$ cat src/rtl/sd_img_responder.sv
// sd_img_responder
//   Block-device responder for the FDC sector interface. Accepts per-drive
//   sd_rd/sd_wr level requests, opens an sd_ack window and streams one
//   512-byte sector between the controller's sector buffer (sd_buff_*) and a
//   byte-wide image memory (mem_*).
//
// Parameters:
//   IMG_BASE0 / IMG_BASE1 : byte base address of the drive 0 / drive 1 image
//
// Ports:
//   clk_sys, reset_n          : clock, synchronous active-low reset
//   img_size0/1 [31:0]        : image size in bytes per drive
//   sd_lba [31:0]             : sector number, sampled at accept
//   sd_rd/sd_wr [1:0]         : per-drive read/write request levels
//   sd_ack                    : transfer window
//   sd_buff_addr [8:0]        : byte index within the sector
//   sd_buff_dout [7:0]        : read data to the controller, sd_buff_wr strobe
//   sd_buff_din [7:0]         : write data, valid one cycle after the address
//   mem_req/mem_we/mem_addr/mem_wdata, mem_ack/mem_rdata : image memory
//   busy                      : not idle
//   range_err                 : one-cycle pulse ending an out-of-range transfer
//
// Build option:
//   SDRESP_WRITE_EN : when defined, write transfers store into image memory;
//   otherwise writes are walked and discarded and always flag range_err.
module sd_img_responder #(
  parameter logic [31:0] IMG_BASE0 = 32'h0000_0000,
  parameter logic [31:0] IMG_BASE1 = 32'h0010_0000
) (
  input  logic        clk_sys,
  input  logic        reset_n,
  input  logic [31:0] img_size0,
  input  logic [31:0] img_size1,
  input  logic [31:0] sd_lba,
  input  logic [1:0]  sd_rd,
  input  logic [1:0]  sd_wr,
  output logic        sd_ack,
  output logic [8:0]  sd_buff_addr,
  output logic [7:0]  sd_buff_dout,
  output logic        sd_buff_wr,
  input  logic [7:0]  sd_buff_din,
  output logic        mem_req,
  output logic        mem_we,
  output logic [31:0] mem_addr,
  output logic [7:0]  mem_wdata,
  input  logic        mem_ack,
  input  logic [7:0]  mem_rdata,
  output logic        busy,
  output logic        range_err
);

  typedef enum logic [2:0] {
    S_IDLE, S_RFETCH, S_RPUSH, S_WADDR, S_WCAP, S_WSTORE, S_DONE
  } state_t;

  state_t      state_q, state_d;
  logic [8:0]  cnt_q, cnt_d;
  logic [7:0]  data_q, data_d;
  logic [31:0] secbase_q, secbase_d;
  logic        oor_q, oor_d;

  logic        acc_req, acc_drv, acc_wr, acc_oor, last;
  logic [31:0] size_sel, base_sel;
  logic        unused_size_lsbs;

  // Request arbitration: rd0, wr0, rd1, wr1.
  always_comb begin
    acc_req  = (|sd_rd) | (|sd_wr);
    acc_drv  = !(sd_rd[0] | sd_wr[0]);
    acc_wr   = acc_drv ? !sd_rd[1] : !sd_rd[0];
    size_sel = acc_drv ? img_size1 : img_size0;
    base_sel = acc_drv ? IMG_BASE1 : IMG_BASE0;
    acc_oor  = sd_lba >= {9'd0, size_sel[31:9]};
`ifndef SDRESP_WRITE_EN
    if (acc_wr) acc_oor = 1'b1;
`endif
    unused_size_lsbs = ^size_sel[8:0];
    last = (cnt_q == 9'd511);
  end

  // Drive and LBA are folded into one sector base address at accept.
  always_comb begin
    state_d   = state_q;
    cnt_d     = cnt_q;
    data_d    = data_q;
    secbase_d = secbase_q;
    oor_d     = oor_q;
    case (state_q)
      S_IDLE: begin
        if (acc_req) begin
          cnt_d     = '0;
          data_d    = '0;
          oor_d     = acc_oor;
          secbase_d = base_sel + {sd_lba[22:0], 9'd0};
          state_d   = acc_wr ? S_WADDR : (acc_oor ? S_RPUSH : S_RFETCH);
        end
      end
      S_RFETCH: begin
        if (mem_ack) begin
          data_d  = mem_rdata;
          state_d = S_RPUSH;
        end
      end
      S_RPUSH: begin
        cnt_d   = cnt_q + 9'd1;
        state_d = last ? S_DONE : (oor_q ? S_RPUSH : S_RFETCH);
      end
      S_WADDR: state_d = S_WCAP;
      S_WCAP: begin
        data_d = sd_buff_din;
`ifdef SDRESP_WRITE_EN
        if (!oor_q) begin
          state_d = S_WSTORE;
        end else begin
          cnt_d   = cnt_q + 9'd1;
          state_d = last ? S_DONE : S_WADDR;
        end
`else
        cnt_d   = cnt_q + 9'd1;
        state_d = last ? S_DONE : S_WADDR;
`endif
      end
      S_WSTORE: begin
        if (mem_ack) begin
          cnt_d   = cnt_q + 9'd1;
          state_d = last ? S_DONE : S_WADDR;
        end
      end
      S_DONE:  state_d = S_IDLE;
      default: state_d = S_IDLE;
    endcase
  end

  always_ff @(posedge clk_sys) begin
    if (!reset_n) begin
      state_q   <= S_IDLE;
      cnt_q     <= '0;
      data_q    <= '0;
      secbase_q <= '0;
      oor_q     <= 1'b0;
    end else begin
      state_q   <= state_d;
      cnt_q     <= cnt_d;
      data_q    <= data_d;
      secbase_q <= secbase_d;
      oor_q     <= oor_d;
    end
  end

  // Outputs decode from registered state only, so a reset edge clears them all.
  always_comb begin
    busy         = (state_q != S_IDLE);
    sd_ack       = (state_q != S_IDLE) && (state_q != S_DONE);
    sd_buff_addr = cnt_q;
    sd_buff_wr   = (state_q == S_RPUSH);
    sd_buff_dout = (state_q == S_RPUSH) ? data_q : '0;
    mem_req      = (state_q == S_RFETCH) || (state_q == S_WSTORE);
    mem_addr     = mem_req ? (secbase_q + {23'd0, cnt_q}) : '0;
`ifdef SDRESP_WRITE_EN
    mem_we       = (state_q == S_WSTORE);
`else
    mem_we       = 1'b0;
`endif
    mem_wdata    = (state_q == S_WSTORE) ? data_q : '0;
    range_err    = (state_q == S_DONE) && oor_q;
  end

endmodule

$ cat config.mk
export PLATFORM = sky130hd
export DESIGN_NAME = sd_img_responder
export DESIGN_NICKNAME = d
export VERILOG_FILES = /design/src/rtl/sd_img_responder.sv
export SDC_FILE = /design/constraint.sdc
export NUM_CORES = 1
export LEC_CHECK = 0
export CORE_MARGIN = 8
export CORE_UTILIZATION = 40
export CTS_CLUSTER_DIAMETER = 50
export DETAILED_ROUTE_END_ITERATION = 16
export GPL_TIMING_DRIVEN = 0
export PLACE_DENSITY = 0.82
export SYNTH_ARGS = -nofsm -noshare
export SYNTH_HDL_FRONTEND = slang
export SYNTH_SLANG_ARGS = --single-unit
$ cat constraint.sdc
create_clock -name clk_sys -period 3.55 [get_ports clk_sys]
set_input_delay 0.355 -clock clk_sys [delete_from_list [all_inputs] [get_ports clk_sys]]
set_output_delay 0.355 -clock clk_sys [all_outputs]
set_load 0.02 [all_outputs]
==> results of run 1 <==
-- cell families after synthesis --
family                     Yosys count  share of synthesized area
xor gates and xnor gates            14                     0.0372
AOI/OAI and AO/OA                   67                      0.160
buffers and inverters               30                     0.0422
and+or+nand+nor                    179                      0.295
adders and majority gates           27                      0.103
other                                1                    0.00114
DFF                                 44                      0.267
muxes                               31                     0.0946
-- synthesized netlist by cell type (all sizes together) (2+ instances only) --
cell type,count
ha,27
a21boi,15
inv,6
a21o,4
nand3b,2
a221oi,2
xnor2,5
nand2,42
o21ai,6
and3,19
nor2,32
nand2b,4
nand4,10
nor3,3
xor2,9
buf,7
o21a,2
a22oi,10
o211a,5
nand3,9
nor4,5
a21oi,9
dfxtp,44
a211oi,7
nor2b,13
mux2i,30
or3,3
clkbuf,17
and2,33
-- final timing paths --
check                                                 from  cells past startpoint                         end  slack, ns
worst max-delay path                              sd_rd[0]                     10          oor_q$_SDFFE_PN0P_       0.29
worst min-delay path            secbase_q[17]$_SDFFE_PN0P_                      2  secbase_q[17]$_SDFFE_PN0P_       0.46
worst max register to register     state_q[0]$_SDFFE_PN0P_                      7  secbase_q[30]$_SDFFE_PN0P_       1.60
worst min register to register  secbase_q[17]$_SDFFE_PN0P_                      2  secbase_q[17]$_SDFFE_PN0P_       0.46
-- power groups by stage --
stage          logic (uW)  clock network [uW]  registers [uW]
2_1_floorplan         411                   0             597
3_3_place_gp          683                   0             602
3_5_place_dp          702                   0             606
4_1_cts               704                 327             594
5_1_grt               773                 346             600
6_report              704                 318             593
-- registers in the layout, summed over array words and instances, names as in the netlist --
signal and count:
sd_buff_addr 9, oor_q 1, state_q 3, data_q 8, secbase_q 23
-- layout make-up --
class | count | area share
inverters | 6 | 0.00437
flip-flops and latches | 44 | 0.171
repair buffers | 162 | 0.315
multi-input cells | 319 | 0.444
clock buffers | 8 | 0.0175
plain buffers | 24 | 0.0231
well taps | 105 | 0.0255
-- per-layer routing --
metal  part of all wire  track usage  vias to the layer above
met2               0.52        0.341                      115
met5                  0            0                        -
met3              0.073       0.0516                       11
met1               0.40        0.192                     1572
li1                   -            -                     1735
met4              0.012       0.0442                        0
-- timing repair --
action	CTS	global route
resized for setup	2	5
setup endpoints to repair	3	2
cloned	0	0
hold buffers	0	0
-- critical path: cells and delay by family --
family	cells	cell delay [ns]
AO/OA/AOI/OAI	4	1.15
AND/OR/NAND/NOR	2	0.53
multiplexers	1	0.24
buffers and inverters	2	0.89
adder cells (fa/ha/maj)	1	0.26
-- metrics by stage --
stage	setup slack, ns	total power, uW
final	0.292	1620
after global routing	0.126	1720
after CTS	0.0627	1630
after detailed placement	-0.663	1310
after global placement	-0.663	1290
after floorplan	0.640	1010
==> qor.txt, run 1 <==
FF+latch count, synth = 44
HP Class = reg2reg
Slew @ Worst Pin = 0.638 ns
Total Nets Final = 708
Layout Skew = 0.00372 ns
Avg Inst Size Synth = 8.38 um2
grt total ovfl = 0
Internal = 1060 uW
status = complete, no violations
multi-input logic area = 0.00229 mm2
vias per inst = 5.14
Fill cells = 742
Max FO, Critical Path = 10
TritonCTS clock tree = built
final wirelength = 10800 um
Yosys top cell by area = dfxtp_1
Fin. Hold Viols = 0
Std-Cell Rows = 33
number of distinct library cells after synthesis = 49
H-tree depth = 2
CP peak stage delay = 0.50 ns
Routed Antenna Nets = 0
first-pass iteration count of the detailed router = 5
EDFF count, synth = 0
initial cell density of the core = 0.407
Clock Path Buffers = 2
Tot GR Track Use = 0.181
# port buffers = 162
final design utilization = 0.637
P_sw = 559 uW
setup bufs post-CTS = 0
peak supply drop = 183 uV
clock root cell = clkbuf_8
commonest non-fill, non-tap cell in the layout = clkdlybuf4s50_1
initial antenna violation count = 0
CP Capture Type = flop
Worst EP required = 3.73 ns
worst setup path category = in2reg
fmax = 307 MHz
# IOs = 182
WL/cell = 16.1 um
Most used DFF post-synth = dfxtp_1
max cap viols = 0
synthesized area = 0.00329 mm2
Die Wd = 107 um
Synth Net Count = 539
RSZ-0062 raised after global routing = no
asr flop ratio synth = 0
routed vias = 3433
Reg power frac = 0.367
synthesis-to-finish area growth = 56.5%
hpwl dp = 9130 um
fin crit share = 0.918
Final min period = 3.26 ns
Core Box Area = 0.00809 mm2
fin area = 0.00515 mm2
Final Setup Violations = 0
final std cells w/o fill = 668
layout cells sized above 1 = 0.0515
largest net degree at the start of global routing = 13
clock network fraction of total power = 0.197
clock-pin transition on the worst setup and hold timing paths = 0.08 ns
Cell Chain, Critical Path = clkdlybuf4s50_1, nor2_2, buf_2, mux2i_1, ha_1, a21o_1, a221o_1, a221oi_2, nand3_1, o221a_2
TritonCTS Sinks = 44
first-pass GRT wire length = 17100 um
slew margin rel. = 0.575
DRC viols = 0
leakage = 0.00212 uW
clock latency on the worst-skew pair = 0.29 ns
commonest non-fill, non-tap cells in the layout = clkdlybuf4s50_1, dfxtp_1, nand2_1, and2_1
placed inst area = 0.00505 mm2
DIE HEIGHT = 107 um
logic gate share of total power = 0.436
top area cells in the synthesized netlist = dfxtp_1, ha_1, mux2i_1
Initial DRC Count = 141
slowest CP cell = clkdlybuf4s50_1
vias in the first global route = 3547
CP startpoint kind = input pin
post-synth top area share = 0.267
DP Cell Count = 660
post-synthesis sequential area ratio = 0.267
Yosys warnings = 0
worst endpoint data arrival time = 3.44 ns
DIE AREA = 0.0114 mm2
Seq. cell area = 881 um2
final slew viol count = 0
switching part of the total = 0.346
RePlAce Congestion = 0.840
setup_tns = 0 ns
diodes inserted = 0
Synth Instances = 393
Power Dens Cells = 313 mW/mm2
Num CTS Buffers = 5
hold_ws = 0.460 ns
(Power assumes the default switching activity.)
==> run 2, diff against run 1 <==
==> constraint.sdc (replaced) <==
create_clock -name clk_sys -period 3.55 [get_ports clk_sys]
set_input_delay 0.71 -clock clk_sys [delete_from_list [all_inputs] [get_ports clk_sys]]
set_output_delay 0.71 -clock clk_sys [all_outputs]
set_load 0.02 [all_outputs]
==> run 2 against run 1 <==
  * First-iteration DRC count rose by 2.1%
  * Clock-buffer cell count did not move
  * Worst setup slack got worse by 0.13 ns
  * Sequential share of layout area is essentially flat
  * Die area stayed put
  * Via count shrank 0.29%
  * Worst hold slack is essentially flat
  * Non-clock buffer count stayed put
  * Final area increased by 0.24%
  * Clock skew hardly changed
  * Total power hardly changed
  * Combinational power hardly changed
  * Critical endpoint unchanged
  * Highest routed layer unchanged
==> qor.txt, run 2 (same netlist as run 1, synthesis figures left out) <==
status = complete, no violations (unchanged)
HP Class = reg2reg (unchanged)
placed inst area = 0.00505 mm2 (unchanged)
Num CTS Buffers = 5 (unchanged)
slowest CP cell = clkdlybuf4s50_1 (unchanged)
Fin. Hold Viols = 0 (unchanged)
diodes inserted = 0 (unchanged)
clock root cell = clkbuf_8 (unchanged)
WP buf/inv = 2 (unchanged)
initial antenna violation count = 0 (unchanged)
Top reg by flops = secbase_q (unchanged)
DRC viols = 0 (unchanged)
RSZ-0062 raised after global routing = no (unchanged)
leakage = 0.00212 uW (about the same)
CP peak stage delay = 0.53 ns (was 0.50 ns)
initial cell density of the core = 0.407 (unchanged)
peak supply drop = 184 uV (was 183 uV)
layout cells sized above 1 = 0.0533 (was 0.0515)
Tot GR Track Use = 0.182 (was 0.181)
Seq. cell area = 881 um2 (unchanged)
Max FO, Critical Path = 10 (unchanged)
Total Nets Final = 708 (unchanged)
Fill cells = 741 (was 742)
Final min period = 3.39 ns (was 3.26 ns)
synthesis-to-finish area growth = 56.9% (was 56.5%)
multi-input logic area = 0.00230 mm2 (was 0.00229 mm2)
DIE AREA = 0.0114 mm2 (unchanged)
max cap viols = 0 (unchanged)
Worst path top cell family by delay = compound AO/OA/AOI/OAI gates (unchanged)
first-pass iteration count of the detailed router = 4 (was 5)
routed vias = 3423 (was 3433)
TritonCTS Sinks = 44 (unchanged)
vias per inst = 5.12 (was 5.14)
Std-Cell Rows = 33 (unchanged)
Die Wd = 107 um (unchanged)
largest net degree at the start of global routing = 13 (unchanged)
Final Setup Violations = 0 (unchanged)
reg2reg setup slack = 1.60 ns (about the same)
CP Capture Type = flop (unchanged)
Routed Antenna Nets = 0 (unchanged)
final setup margin = 0.158 ns (was 0.292 ns)
final slew viol count = 0 (unchanged)
worst endpoint data arrival time = 3.57 ns (was 3.44 ns)
hpwl dp = 9130 um (unchanged)
commonest non-fill, non-tap cell in the layout = clkdlybuf4s50_1 (unchanged)
setup bufs post-CTS = 0 (unchanged)
Cell Chain, Critical Path = clkdlybuf4s50_1, nor2_4, buf_4, mux2i_1, ha_1, a21o_1, a221o_1, a221oi_2, nand3_1, o221a_2 (was clkdlybuf4s50_1, nor2_2, buf_2, mux2i_1, ha_1, a21o_1, a221o_1, a221oi_2, nand3_1, o221a_2)
slew margin rel. = 0.575 (about the same)
fmax = 295 MHz (was 307 MHz)
hold_ws = 0.460 ns (about the same)
vias in the first global route = 3561 (was 3547)
# port buffers = 162 (unchanged)
Clock Path Buffers = 2 (unchanged)
Slew @ Worst Pin = 0.638 ns (about the same)
clock-pin transition on the worst setup and hold timing paths = 0.08 ns (about the same)
fin area = 0.00517 mm2 (was 0.00515 mm2)
worst setup path category = in2reg (unchanged)
H-tree depth = 2 (unchanged)
clock latency on the worst-skew pair = 0.29 ns (about the same)
TritonCTS clock tree = built (unchanged)
CP startpoint kind = input pin (unchanged)
Post-CTS Resized = 7 (was 2)
Power Dens Cells = 313 mW/mm2 (about the same)
commonest non-fill, non-tap cells in the layout = clkdlybuf4s50_1, dfxtp_1, nand2_1, and2_1 (unchanged)
# IOs = 182 (unchanged)
RePlAce Congestion = 0.840 (unchanged)
max reg flops = 23 (unchanged)
setup_tns = 0 ns (unchanged)
Layout Skew = 0.00414 ns (was 0.00372 ns)
grt total ovfl = 0 (unchanged)
Core Box Area = 0.00809 mm2 (unchanged)
Post-Place Setup Slack = -1.02 ns (was -0.663 ns)
WL/cell = 16.1 um (about the same)
Worst EP required = 3.73 ns (about the same)
fin crit share = 0.956 (was 0.918)
first-pass GRT wire length = 17200 um (was 17100 um)
Initial DRC Count = 144 (was 141)
final wirelength = 10800 um (about the same)
Post-CTS Hold Buffers = 0 (unchanged)
DIE HEIGHT = 107 um (unchanged)
## run 2: worst paths after layout
path	cells after the start	start	end
worst max-delay path	10	sd_rd[0]	oor_q$_SDFFE_PN0P_
worst min-delay path	2	secbase_q[17]$_SDFFE_PN0P_	secbase_q[17]$_SDFFE_PN0P_
worst max register to register	7	state_q[0]$_SDFFE_PN0P_	secbase_q[30]$_SDFFE_PN0P_
worst min register to register	2	secbase_q[17]$_SDFFE_PN0P_	secbase_q[17]$_SDFFE_PN0P_
## run 2: worst register-to-register path: cells and delay by family, from the launching register on
family                 cells  cell delay [ns]
flip-flops                 1             0.31
AO/OA/AOI/OAI              1             0.21
buffers and inverters      3             0.60
AND/OR/NAND/NOR            3             0.75
## run 2: report_power, final
part	internal [uW]	leakage [uW]	switching, uW
sequential	556	0.000361	37.3
combinational	342	0.00171	363
clock	159	0.0000455	159
total	1060	0.00212	559
## run 2: layer usage
metal / global-route usage / routed length, um / up-vias
li1: - / - / 1734
met1: 0.193 / 4230 / 1565
met2: 0.343 / 5600 / 114
met3: 0.0528 / 811 / 10
met4: 0.0472 / 133 / 0
met5: 0 / 0 / -
## run 2: area by class of cell
cell class | count | share of cell area
timing repair buffer | 162 | 0.314
buffer | 24 | 0.0235
clock buffer | 8 | 0.0174
multi-input combinational | 319 | 0.445
sequential | 44 | 0.170
tap | 105 | 0.0254
inverter | 6 | 0.00436
## run 2: through the flow
stage / power, uW / util / instances
2_1_floorplan: 1010 / - / 393
3_3_place_gp: 1290 / 0.624 / 660
3_5_place_dp: 1310 / 0.624 / 660
4_1_cts: 1630 / 0.638 / 668
5_1_grt: 1720 / 0.639 / 668
6_report: 1620 / 0.639 / 668
